[config.mk]
export PLATFORM = sky130hd
export DESIGN_NAME = vga_sync_detect
export DESIGN_NICKNAME = d
export VERILOG_FILES = /design/src/rtl/vga_sync_detect.sv
export SDC_FILE = /design/constraint.sdc
export NUM_CORES = 1
export LEC_CHECK = 0
export ABC_AREA = 1
export CORE_MARGIN = 2
export CORE_UTILIZATION = 45
export CTS_CLUSTER_DIAMETER = 120
export DETAILED_ROUTE_END_ITERATION = 7
export GPL_ROUTABILITY_DRIVEN = 1
export PLACE_DENSITY = 0.67
export SETUP_SLACK_MARGIN = 0.4
export SYNTH_ARGS = -nofsm -noshare
export SYNTH_HDL_FRONTEND = slang
export SYNTH_SLANG_ARGS = --single-unit
[constraint.sdc]
create_clock -name clk -period 3.7 [get_ports clk]
set_input_delay 0.74 -clock clk [delete_from_list [all_inputs] [get_ports clk]]
set_output_delay 0.74 -clock clk [all_outputs]
set_load 0.02 [all_outputs]
[src/rtl/vga_sync_detect.sv]
// vga_sync_detect: measures incoming positive-polarity hsync/vsync timing, regenerates
// position counters aligned to the sync rising edges, and reports lock once the timing
// has been stable for LOCK_FRAMES consecutive frames.
//
// Ports:
//   clk, reset        - pixel clock, asynchronous active-high reset
//   hsync_in/vsync_in - raw sync inputs (asynchronous to clk)
//   hpos/vpos         - clocks since last hsync rise / lines since last vsync rise
//   h_total/h_sync_w  - last measured line period / hsync width (clocks)
//   v_total/v_sync_w  - last measured frame height / vsync width (lines)
//   locked            - timing stable
//   mode_change       - one-clock pulse when lock is lost

module vga_sync_detect #(
  parameter int unsigned HW          = 11,
  parameter int unsigned VW          = 11,
  parameter int unsigned LOCK_FRAMES = 3,
  parameter int unsigned H_TOL       = 1,
  parameter int unsigned H_TIMEOUT   = 2047
) (
  input  logic          clk,
  input  logic          reset,
  input  logic          hsync_in,
  input  logic          vsync_in,
  output logic [HW-1:0] hpos,
  output logic [VW-1:0] vpos,
  output logic [HW-1:0] h_total,
  output logic [HW-1:0] h_sync_w,
  output logic [VW-1:0] v_total,
  output logic [VW-1:0] v_sync_w,
  output logic          locked,
  output logic          mode_change
);

  typedef enum logic [1:0] {StSearch, StAcquire, StLocked} state_e;

  localparam logic [HW-1:0] HMax       = '1;
  localparam logic [VW-1:0] VMax       = '1;
  localparam logic [HW-1:0] HTol       = HW'(H_TOL);
  localparam logic [HW-1:0] HTimeout   = HW'(H_TIMEOUT);
  localparam logic [3:0]    LockFrames = 4'(LOCK_FRAMES);

  // [0],[1] form the synchronizer, [2] is the delay flop for edge detection.
  logic [2:0]    h_sync_q, h_sync_d, v_sync_q, v_sync_d;
  logic [HW-1:0] hcnt_q, hcnt_d, h_total_q, h_total_d, h_sync_w_q, h_sync_w_d;
  logic [VW-1:0] vcnt_q, vcnt_d, v_total_q, v_total_d, v_sync_w_q, v_sync_w_d;
  logic [HW-1:0] ref_h_q, ref_h_d;
  logic [VW-1:0] ref_v_q, ref_v_d;
  logic          ref_ok_q, ref_ok_d;
  logic [3:0]    match_q, match_d;
  logic          bad_q, bad_d;
  state_e        state_q, state_d;
  logic          locked_q, locked_d, mode_change_q, mode_change_d;

  logic          h_rise, h_fall, v_rise, v_fall;
  logic [HW-1:0] h_len, h_dev;
  logic          h_bad, bad_now, timeout;

  assign h_rise = h_sync_q[1] & ~h_sync_q[2];
  assign h_fall = ~h_sync_q[1] & h_sync_q[2];
  assign v_rise = v_sync_q[1] & ~v_sync_q[2];
  assign v_fall = ~v_sync_q[1] & v_sync_q[2];

  always_comb begin
    h_sync_d = {h_sync_q[1:0], hsync_in};
    v_sync_d = {v_sync_q[1:0], vsync_in};

    // Measurements
    h_len      = hcnt_q + 1'b1;
    hcnt_d     = h_rise ? '0 : ((hcnt_q == HMax) ? HMax : hcnt_q + 1'b1);
    h_total_d  = h_rise ? h_len : h_total_q;
    h_sync_w_d = h_fall ? h_len : h_sync_w_q;

    // A coincident h_rise is not counted: the new frame starts at zero.
    vcnt_d = vcnt_q;
    if (v_rise) begin
      vcnt_d = '0;
    end else if (h_rise && vcnt_q != VMax) begin
      vcnt_d = vcnt_q + 1'b1;
    end
    v_total_d  = v_rise ? vcnt_q : v_total_q;
    v_sync_w_d = v_fall ? vcnt_q : v_sync_w_q;

    // Line-period deviation against the reference
    h_dev   = (h_len >= ref_h_q) ? (h_len - ref_h_q) : (ref_h_q - h_len);
    h_bad   = h_rise && (h_dev > HTol);
    bad_now = bad_q | h_bad;
    timeout = (hcnt_d >= HTimeout);

    // Lock FSM
    state_d  = state_q;
    ref_h_d  = ref_h_q;
    ref_v_d  = ref_v_q;
    ref_ok_d = ref_ok_q;
    match_d  = match_q;
    bad_d    = bad_now;
    if (v_rise) begin
      bad_d = 1'b0;
      unique case (state_q)
        StSearch: begin
          // The frame ending here is partial, so ref_v is taken at the next v_rise.
          state_d  = StAcquire;
          ref_h_d  = h_total_q;
          ref_ok_d = 1'b0;
          match_d  = '0;
        end
        StAcquire: begin
          if (ref_ok_q && !bad_now && vcnt_q == ref_v_q) begin
            match_d = match_q + 4'd1;
            if (match_q + 4'd1 == LockFrames) begin
              state_d = StLocked;
            end
          end else begin
            ref_h_d  = h_total_q;
            ref_v_d  = vcnt_q;
            ref_ok_d = 1'b1;
            match_d  = '0;
          end
        end
        StLocked: begin
          if (bad_now || vcnt_q != ref_v_q) begin
            state_d = StAcquire;
            match_d = '0;
          end
        end
        default: state_d = StSearch;
      endcase
    end
    // Stays forced while hcnt is saturated, so SEARCH holds until hsync resumes.
    if (timeout) begin
      state_d = StSearch;
    end

    locked_d      = (state_q == StLocked) && (state_d == StLocked);
    mode_change_d = (state_q == StLocked) && (state_d != StLocked);
  end

  always_ff @(posedge clk or posedge reset) begin
    if (reset) begin
      h_sync_q      <= '0;
      v_sync_q      <= '0;
      hcnt_q        <= '0;
      h_total_q     <= '0;
      h_sync_w_q    <= '0;
      vcnt_q        <= '0;
      v_total_q     <= '0;
      v_sync_w_q    <= '0;
      ref_h_q       <= '0;
      ref_v_q       <= '0;
      ref_ok_q      <= 1'b0;
      match_q       <= '0;
      bad_q         <= 1'b0;
      state_q       <= StSearch;
      locked_q      <= 1'b0;
      mode_change_q <= 1'b0;
    end else begin
      h_sync_q      <= h_sync_d;
      v_sync_q      <= v_sync_d;
      hcnt_q        <= hcnt_d;
      h_total_q     <= h_total_d;
      h_sync_w_q    <= h_sync_w_d;
      vcnt_q        <= vcnt_d;
      v_total_q     <= v_total_d;
      v_sync_w_q    <= v_sync_w_d;
      ref_h_q       <= ref_h_d;
      ref_v_q       <= ref_v_d;
      ref_ok_q      <= ref_ok_d;
      match_q       <= match_d;
      bad_q         <= bad_d;
      state_q       <= state_d;
      locked_q      <= locked_d;
      mode_change_q <= mode_change_d;
    end
  end

  assign hpos        = hcnt_q;
  assign vpos        = vcnt_q;
  assign h_total     = h_total_q;
  assign h_sync_w    = h_sync_w_q;
  assign v_total     = v_total_q;
  assign v_sync_w    = v_sync_w_q;
  assign locked      = locked_q;
  assign mode_change = mode_change_q;

endmodule

==> results of run 1 <==
[state kept, by name, summed over array words and instances, names as in the netlist, 4 cells and up]
| name | flops |
|---|---|
| h_sync_w | 11 |
| h_total | 11 |
| hpos | 11 |
| ref_h_q | 11 |
| ref_v_q | 11 |
| v_sync_w | 11 |
| v_total | 11 |
| vpos | 11 |
| match_q | 4 |
[critical path: cells and delay by family (launching register included)]
kind / cells / cell delay, ns
flip-flops: 1 / 0.43
AND/OR/NAND/NOR: 19 / 1.88
buffers and inverters: 4 / 0.46
adder cells (fa/ha/maj): 2 / 0.49
XOR/XNOR: 1 / 0.14
AO/OA/AOI/OAI: 3 / 0.30
[synth_stat cells, types with 6 or more instances]
| master | n |
|---|---|
| a21oi_1 | 32 |
| xor2_1 | 12 |
| buf_6 | 6 |
| ha_1 | 23 |
| dfrtp_1 | 104 |
| nor3_1 | 10 |
| inv_1 | 89 |
| a21oi_2 | 7 |
| nand3_1 | 32 |
| nor2_2 | 9 |
| nand2_1 | 168 |
| xnor2_1 | 10 |
| nand2_2 | 7 |
| nand4_1 | 7 |
| o21ai_1 | 10 |
| nor2_1 | 46 |
| o21ai_0 | 71 |
| clkbuf_1 | 11 |
[cells in the final DEF (no fill, tap or decap), types with 3 or more instances in the layout]
master	count
a21oi_1	26
a21oi_2	13
buf_12	4
buf_4	53
buf_6	3
clkbuf_16	10
clkdlybuf4s50_1	71
dfrtp_1	102
ha_1	14
ha_4	7
inv_1	78
inv_2	14
nand2_1	146
nand2_2	25
nand2_4	7
nand3_1	28
nand3_2	5
nand3b_1	4
nand4_1	7
nor2_1	33
nor2_2	9
nor2_4	15
nor3_1	7
o21ai_0	66
o21ai_1	14
xnor2_1	9
xor2_1	11
[cell families after synthesis]
family                   synth area share
AO/OA/AOI/OAI                      0.1293
XOR/XNOR                          0.03415
adder cells (fa/ha/maj)           0.05811
buffers and inverters             0.08516
flip-flops                         0.4613
AND/OR/NAND/NOR                    0.2320
[area by class of cell]
class                           instances  area share
Sequential cell                       104      0.3369
Multi-Input combinational cell        476      0.3805
Clock buffer                            9     0.02913
Tap cell                              168     0.02719
Clock inverter                          7     0.01020
Timing Repair Buffer                  135      0.1704
Inverter                               93     0.04564
[what timing repair did]
item	in CTS	in global routing
gates cloned	3	1
resized for setup	51	37
endpoints found under the hold margin	0	0
buffers inserted	22	9
endpoints found under the setup margin	31	32
pin swaps	26	13
[metrics by stage]
stage | instance area, µm² | setup slack [ns] | TNS [ns]
after floorplan | 5746 | 0.09858 | 0
after global placement | 6782 | -0.08713 | -1.138
after detailed placement | 6782 | -0.1703 | -3.231
after CTS | 7523 | 0.06780 | 0
after global routing | 7731 | -0.2945 | -7.497
final | 7731 | -0.05547 | -0.3585
[layer usage]
layer / routed length (µm) / up-vias / global-route usage / share of wire
met5: 0 / - / 0 / 0
met4: 261 / 0 / 0.06587 / 0.017
met3: 809 / 20 / 0.06485 / 0.052
met2: 8106 / 112 / 0.4230 / 0.52
met1: 6412 / 2434 / 0.2905 / 0.41
li1: - / 2463 / - / -
[how the worst min path moves through the flow]
stage / startpoint / end / slack (ns) / cells past startpoint
2_1_floorplan: h_sync_q[0] / h_sync_q[1] / 0.33 / 0
3_3_place_gp: v_sync_q[0] / v_sync_q[1] / 0.33 / 0
3_5_place_dp: v_sync_q[0] / v_sync_q[1] / 0.33 / 0
4_1_cts: v_sync_q[0] / v_sync_q[1] / 0.35 / 0
5_1_grt: h_sync_q[0] / h_sync_q[1] / 0.37 / 0
6_report: v_sync_q[0] / v_sync_q[1] / 0.35 / 0
[power groups by stage]
| stage | clock network, µW | registers (µW) | logic [µW] |
|---|---|---|---|
| final | 997 | 1380 | 1860 |
| after global routing | 1070 | 1390 | 2040 |
| after CTS | 1020 | 1370 | 1790 |
| after detailed placement | 0 | 1390 | 1650 |
| after global placement | 0 | 1380 | 1650 |
| after floorplan | 0 | 1460 | 1080 |
==> flow_metrics.py, run 1 <==
metrics = {
    "global_routing": {
        "grt_max_degree": 36,
        "grt-ovfl-total": 0,
        "grt_antenna_before_repair": 0,
        "grt_pass1_vias": 4959,
        "grt_pass1_wl_mm": 24.83,
        "gr-usage-all-layers": 0.2401,
    },
    "sta": {
        "hold_viol": 0,
        "tightestPinTransition_ns": 0.8189,
        "slew_viol_final": 0,
        "skew_ns": 0.004469,
        "slew_headroom": 0.4535,
        "rsz0062_at_grt": "true",
        "setup_violations": 12,
        "worst_hold_slack_ns": 0.3494,
        "setup_slack_ns": -0.05547,
        "fmax_mhz": 266.3,
        "finalCritPeriodShare": 1.015,
        "fin_crit_ns": 3.755,
    },
    "setup_path": {
        "cp_slowest_stage_delay_ns": 0.43,
        "crit_path_end_kind": "flop",
        "endpoint": "ref_h_q[8]",
        "required_ns": 3.99,
        "rrSetupSlack_ns": -0.06,
        "cp_slowest_cell": "dfrtp_2",
        "start_kind": "flop",
        "arrival_ns": 4.04,
        "cp-startpoint": "hpos[1]",
        "rr_endpoint": "ref_h_q[8]",
        "crit_top_cell": "nor2_4",
        "reg2reg_depth": 29,
        "path_max_fanout": 7,
        "reg2reg_from": "hpos[1]",
        "path_class": "reg2reg",
    },
    "die": {
        "die_w_um": 116.0,
        "ioPinCount": 72,
        "start_util": 0.4658,
        "fp.dieH_um": 116.0,
        "core_area_um2": 12110,
        "fp-row-count": 40,
        "dieArea_um2": 13450,
    },
    "power": {
        "powerDensity_nw_per_um2": 547.9,
        "switching_power_uw": 1665,
        "p_clk_frac": 0.235,
        "p_int_uw": 2571,
        "seqPwrFrac": 0.325,
        "switching_share": 0.3930,
        "comb_power_share": 0.439,
        "ir_drop_v": 0.0004017,
        "p_total_uw": 4236,
        "p_leak_uw": 0.003651,
    },
    "cells_and_area": {
        "drive_above_1_share": 0.2342,
        "nNetsFinal": 848,
        "seqCellArea_um2": 2605,
        "layout.cells.non_filler": 992,
        "synthToLayoutAreaGrowth_pct": 37.04,
        "multiInputGateArea_um2": 2942,
        "fin_util": 0.6383,
        "antenna_cells": 0,
        "fillers": 1046,
    },
    "logic_synthesis": {
        "avgSynthCellArea_um2": 8.164,
        "ys_ff_latch": 104,
        "ys_async_sr_fraction": 1.000,
        "synth_edf_count": 0,
        "yosysTopAreaCellShare": 0.4613,
        "yosys_warnings": 0,
        "synth_cell_types": 39,
        "synth.largest_area_cell": "dfrtp_1",
        "syn_nets": 720,
        "syn_area_um2": 5642,
        "ys.flop_type": "dfrtp_1",
        "yosysSeqAreaShare": 0.4613,
        "synth_area_leaders": "dfrtp_1 (46%), nand2_1 (11%), o21ai_0 (6.3%)",
        "syn_inst": 691,
    },
    "route": {
        "drc": 0,
        "wirelength_mm": 15.59,
        "drt_first_pass_iters": 5,
        "dr.first_iter.drc_count": 212,
        "vias": 5029,
        "routedWlPerCell_um": 15.71,
        "ant_nets": 0,
        "vias_per_cell": 5.070,
    },
    "place": {
        "dp.cells": 941,
        "portBuffers": 71,
        "dp_hpwl_mm": 11.03,
        "place.gp.congestion": 0.8836,
    },
    "clocking": {
        "hold_buffers": 0,
        "htreeDepth": 3,
        "clock_latency_ns": 0.36,
        "numClockSinks": 104,
        "clockBufferDepth": 2,
        "clkTransAtPathRegs_ns": 0.07,
        "cts_tree": "done",
        "cts-root-buf": "clkbuf_16",
        "cts_buffers": 9,
    },
    "flow_run": {
        "drv_cap": 0,
    },
    "run_status": {
        "run_status": "finished with violations",
        "violations": "setup timing",
    },
    "worst_hold_path": {
        "hp-class": "reg2reg",
    },
}
Note: power is estimated with default switching activity, not from simulation.
==> inputs of run 2 (changes only) <==
--- a/config.mk
+++ b/config.mk
@@ -13,6 +13,7 @@
 export GPL_ROUTABILITY_DRIVEN = 1
 export PLACE_DENSITY = 0.67
 export SETUP_SLACK_MARGIN = 0.4
+export SKIP_LAST_GASP = 1
 export SYNTH_ARGS = -nofsm -noshare
 export SYNTH_HDL_FRONTEND = slang
 export SYNTH_SLANG_ARGS = --single-unit
==> constraint.sdc (replaced) <==
create_clock -name clk -period 3.2 [get_ports clk]
set_input_delay 0.64 -clock clk [delete_from_list [all_inputs] [get_ports clk]]
set_output_delay 0.64 -clock clk [all_outputs]
set_load 0.02 [all_outputs]
==> flow_metrics.py, run 2 (synthesis results as in run 1) <==
metrics = {
    "sta": {
        "fmax_mhz": 266.0,
        "tightestPinTransition_ns": 0.8266,
        "rsz0062_at_grt": "true",
        "worst_hold_slack_ns": 0.3544,
        "setup_slack_ns": -0.5590,
        "slew_viol_final": 0,
        "slew_headroom": 0.4478,
        "finalCritPeriodShare": 1.175,
        "hold_viol": 0,
        "fin_crit_ns": 3.759,
        "setup_violations": 32,
        "skew_ns": 0.008427,
    },
    "setup_path": {
        "rr_endpoint": "mode_change",
        "path_max_fanout": 6,
        "rrSetupSlack_ns": -0.56,
        "arrival_ns": 4.01,
        "required_ns": 3.46,
        "path_class": "reg2reg",
        "reg2reg_depth": 33,
        "cp_slowest_stage_delay_ns": 0.42,
        "cp_slowest_cell": "dfrtp_2",
        "reg2reg_from": "hpos[0]",
        "start_kind": "flop",
        "crit_path_end_kind": "flop",
    },
    "die": {
        "fp.dieH_um": 116.0,
        "core_area_um2": 12110,
        "ioPinCount": 72,
        "fp-row-count": 40,
        "start_util": 0.4658,
        "die_w_um": 116.0,
        "dieArea_um2": 13450,
    },
    "global_routing": {
        "grt_antenna_before_repair": 0,
        "grt_max_degree": 40,
        "grt-ovfl-total": 0,
        "gr-usage-all-layers": 0.2491,
        "grt_pass1_wl_mm": 25.85,
        "grt_pass1_vias": 5364,
    },
    "cells_and_area": {
        "antenna_cells": 0,
        "fillers": 1047,
        "layout_common_cells": "nand2_1 (150), dfrtp_1 (102), buf_4 (102)",
        "nNetsFinal": 894,
        "final_common_cell": "nand2_1",
        "drive_above_1_share": 0.2563,
        "synthToLayoutAreaGrowth_pct": 41.05,
    },
    "clocking": {
        "clkTransAtPathRegs_ns": 0.08,
        "cts-root-buf": "clkbuf_16",
        "clock_latency_ns": 0.36,
        "cts_buffers": 9,
        "htreeDepth": 3,
        "cts_tree": "done",
        "hold_buffers": 0,
        "numClockSinks": 104,
        "clockBufferDepth": 2,
    },
    "worst_hold_path": {
        "hold_start": "v_sync_q[0]",
        "hp-class": "reg2reg",
        "hold_path_end": "v_sync_q[1]",
        "holdPathStages": 0,
    },
    "run_status": {
        "violations": "setup timing",
        "run_status": "finished with violations",
    },
    "power": {
        "p_total_uw": 5010,
        "ir_drop_v": 0.0004981,
        "p_leak_uw": 0.003837,
        "powerDensity_nw_per_um2": 629.6,
    },
    "place": {
        "dp_hpwl_mm": 11.43,
        "portBuffers": 71,
        "place.gp.congestion": 0.9026,
    },
    "route": {
        "routedWlPerCell_um": 15.16,
        "ant_nets": 0,
        "drc": 0,
        "vias": 5187,
        "vias_per_cell": 4.997,
        "drt_first_pass_iters": 5,
        "dr.first_iter.drc_count": 295,
        "wirelength_mm": 15.74,
    },
    "flow_run": {
        "drv_cap": 0,
    },
}
==> run 2: worst max-delay path: cells and delay by family (launching register included) <==
family	cells	cell delay, ns
AOI/OAI and AO/OA	1	0.14
adders and majority gates	2	0.44
DFF	1	0.42
buffers and inverters	4	0.42
and+or+nand+nor	25	2.09
xor gates and xnor gates	1	0.14
==> run 2: repair_timing <==
item                                    4_1_cts  5_1_grt
buffers inserted                             25        7
endpoints found under the setup margin       32       32
gates resized for setup                      43       22
gates cloned                                  1        0
pin swaps                                    37       32
==> run 2: final cells by class <==
type	count	area (µm²)	share of cell area
Timing Repair Buffer	182	1629	0.2047
Multi-Input combinational cell	475	2861	0.3596
Clock inverter	7	71.32	0.008962
Sequential cell	104	2605	0.3274
Inverter	93	355.3	0.04465
Clock buffer	9	225.2	0.02830
Tap cell	168	210.2	0.02642
==> run 2: power breakdown <==
group	total, µW	internal, µW	switching, µW	leakage, µW
Sequential	1580	1460	117	0.00138
Clock	1110	550	557	0.000139
Combinational	2320	1030	1290	0.00232
Total	5010	3050	1960	0.00384
==> run 2: per-layer routing <==
| layer | GRT usage | share of wire |
|---|---|---|
| met1 | 0.2942 | 0.41 |
| met2 | 0.4405 | 0.51 |
| met3 | 0.06172 | 0.046 |
| met4 | 0.09048 | 0.027 |
| met5 | 0 | 0 |
==> run 2: worst max path at each step <==
stage / start / end / slack [ns] / cells past startpoint
after floorplan: hpos[0] / ref_h_q[0] / -0.40 / 30
after global placement: hpos[0] / ref_h_q[4] / -0.54 / 29
after detailed placement: hpos[0] / ref_h_q[6] / -0.66 / 29
after CTS: hpos[0] / mode_change / -0.50 / 35
after global routing: hpos[0] / mode_change / -0.88 / 28
final: hpos[0] / mode_change / -0.56 / 33
==> run 2: per-stage QoR <==
stage	std cells	instance area [µm²]	TNS [ns]	setup WS (ns)	utilization
2_1_floorplan	691	5749	-10.59	-0.4028	-
3_3_place_gp	989	7154	-15.63	-0.5411	0.5907
3_5_place_dp	989	7154	-18.87	-0.6570	0.5907
4_1_cts	1031	7828	-12.93	-0.4970	0.6463
5_1_grt	1038	7958	-24.61	-0.8814	0.6570
6_report	1038	7958	-14.71	-0.5590	0.6570
==> inputs of run 3 (changes only) <==
--- a/config.mk
+++ b/config.mk
@@ -17,3 +17,4 @@
 export SYNTH_ARGS = -nofsm -noshare
 export SYNTH_HDL_FRONTEND = slang
 export SYNTH_SLANG_ARGS = --single-unit
+export TNS_END_PERCENT = 10
==> flow_metrics.py, run 3 (synthesis results as in run 1) <==
metrics = {
    "setup_path": {
        "arrival_ns": 3.97,
        "crit_top_cell": "nand2_2",
        "crit_path_end_kind": "flop",
        "start_kind": "flop",
        "crit_buf_inv": 5,
        "cp_slowest_cell": "dfrtp_2",
        "cp_slowest_stage_delay_ns": 0.42,
        "path_class": "reg2reg",
        "crit_family": "simple AND/OR/NAND/NOR gates",
        "path_max_fanout": 7,
        "required_ns": 3.43,
    },
    "cells_and_area": {
        "layout.cells.non_filler": 1021,
        "fin_util": 0.6386,
        "final_common_cell": "nand2_1",
        "drive_above_1_share": 0.2309,
        "nNetsFinal": 877,
        "synthToLayoutAreaGrowth_pct": 37.10,
        "antenna_cells": 0,
        "layout_common_cells": "nand2_1 (155), dfrtp_1 (102), buf_4 (87)",
    },
    "place": {
        "post-place-ws_ns": -0.5475,
        "place.gp.congestion": 0.9199,
        "dp_hpwl_mm": 11.19,
        "dp.cells": 989,
        "portBuffers": 71,
    },
    "route": {
        "vias_per_cell": 4.971,
        "routedWlPerCell_um": 14.99,
        "dr.first_iter.drc_count": 282,
        "drc": 0,
        "vias": 5075,
        "wirelength_mm": 15.31,
        "drt_first_pass_iters": 5,
        "ant_nets": 0,
    },
    "clocking": {
        "cts-root-buf": "clkbuf_16",
        "clkTransAtPathRegs_ns": 0.07,
        "hold_buffers": 0,
        "clock_latency_ns": 0.35,
        "htreeDepth": 3,
        "clockBufferDepth": 2,
        "cts_tree": "done",
        "cts_buffers": 9,
        "numClockSinks": 104,
    },
    "global_routing": {
        "gr-usage-all-layers": 0.2378,
        "grt_pass1_vias": 4998,
        "grt_antenna_before_repair": 0,
        "grt_max_degree": 56,
        "grt_pass1_wl_mm": 24.68,
        "grt-ovfl-total": 0,
    },
    "sta": {
        "setup_slack_ns": -0.5415,
        "finalCritPeriodShare": 1.169,
        "worst_hold_slack_ns": 0.3555,
        "setup_violations": 32,
        "slew_viol_final": 0,
        "skew_ns": 0.007893,
        "hold_viol": 0,
        "slew_headroom": 0.5174,
        "tightestPinTransition_ns": 0.7138,
        "fmax_mhz": 267.3,
        "fin_crit_ns": 3.741,
        "rsz0062_at_grt": "true",
    },
    "power": {
        "p_total_uw": 4915,
        "powerDensity_nw_per_um2": 635.4,
        "ir_drop_v": 0.0003308,
        "p_leak_uw": 0.003714,
    },
    "die": {
        "fp-row-count": 40,
        "fp.dieH_um": 116.0,
        "dieArea_um2": 13450,
        "ioPinCount": 72,
        "die_w_um": 116.0,
        "start_util": 0.4658,
        "core_area_um2": 12110,
    },
    "run_status": {
        "violations": "setup timing",
        "run_status": "finished with violations",
    },
    "flow_run": {
        "drv_cap": 0,
    },
    "worst_hold_path": {
        "hp-class": "reg2reg",
    },
}
run 3: cell types whose count changed in the layout (fill, tap and decap cells not counted), moves of 2 or more:
cell / change
buf_4: -15
nand2_1: +5
inv_8: -2
clkbuf_1: +3
nor2_4: -2
o21ai_1: -4
inv_1: +2
buf_12: -3
nand2_2: -4
o21ai_0: +3
nor3_2: +2
run 3: area by class of cell:
| cell class | count | area, µm² |
|---|---|---|
| clock inverter | 4 | 30.03 |
| tap | 168 | 210.2 |
| fill | 1078 | 4377 |
| sequential | 104 | 2605 |
| timing repair buffer | 163 | 1445 |
| inverter | 93 | 352.8 |
| clock buffer | 12 | 236.5 |
| multi-input combinational | 477 | 2855 |
run 3: routing by layer:
metal	up-vias	GRT usage	part of all wire
met1	2415	0.2907	0.43
met4	0	0.07143	0.016
li1	2539	-	-
met5	-	0	0
met2	105	0.4246	0.51
met3	16	0.04812	0.043
run 3: what timing repair did:
action,in CTS,in global routing
setup endpoints to repair,32,33
pin swaps,14,28
buffers inserted,3,10
resized for setup,25,24
gates cloned,2,1
run 3: worst paths after layout:
path                                  start           to  slack [ns]  cells past startpoint
worst max-delay path                hpos[0]  mode_change       -0.54                     34
worst min register to register  h_sync_q[0]  h_sync_q[1]        0.36                      0
min in group asynchronous             reset  v_sync_q[1]        0.84                      3
worst max register to register      hpos[0]  mode_change       -0.54                     34
max in group asynchronous             reset       locked        1.85                      3
worst min-delay path            h_sync_q[0]  h_sync_q[1]        0.36                      0
run 3: report_power, final:
group / leakage [µW] / switching [µW] / internal (µW)
Clock: 0.000127 / 487 / 532
Sequential: 0.00138 / 117 / 1460
Combinational: 0.00220 / 1290 / 1030
run 3: metrics by stage:
| step | setup TNS, ns | area (µm²) |
|---|---|---|
| 3_5_place_dp | -15.42 | 7129 |
| 5_1_grt | -23.61 | 7735 |
| 6_report | -14.69 | 7735 |
| 2_1_floorplan | -10.59 | 5749 |
| 3_3_place_gp | -13.83 | 7129 |
| 4_1_cts | -11.60 | 7570 |
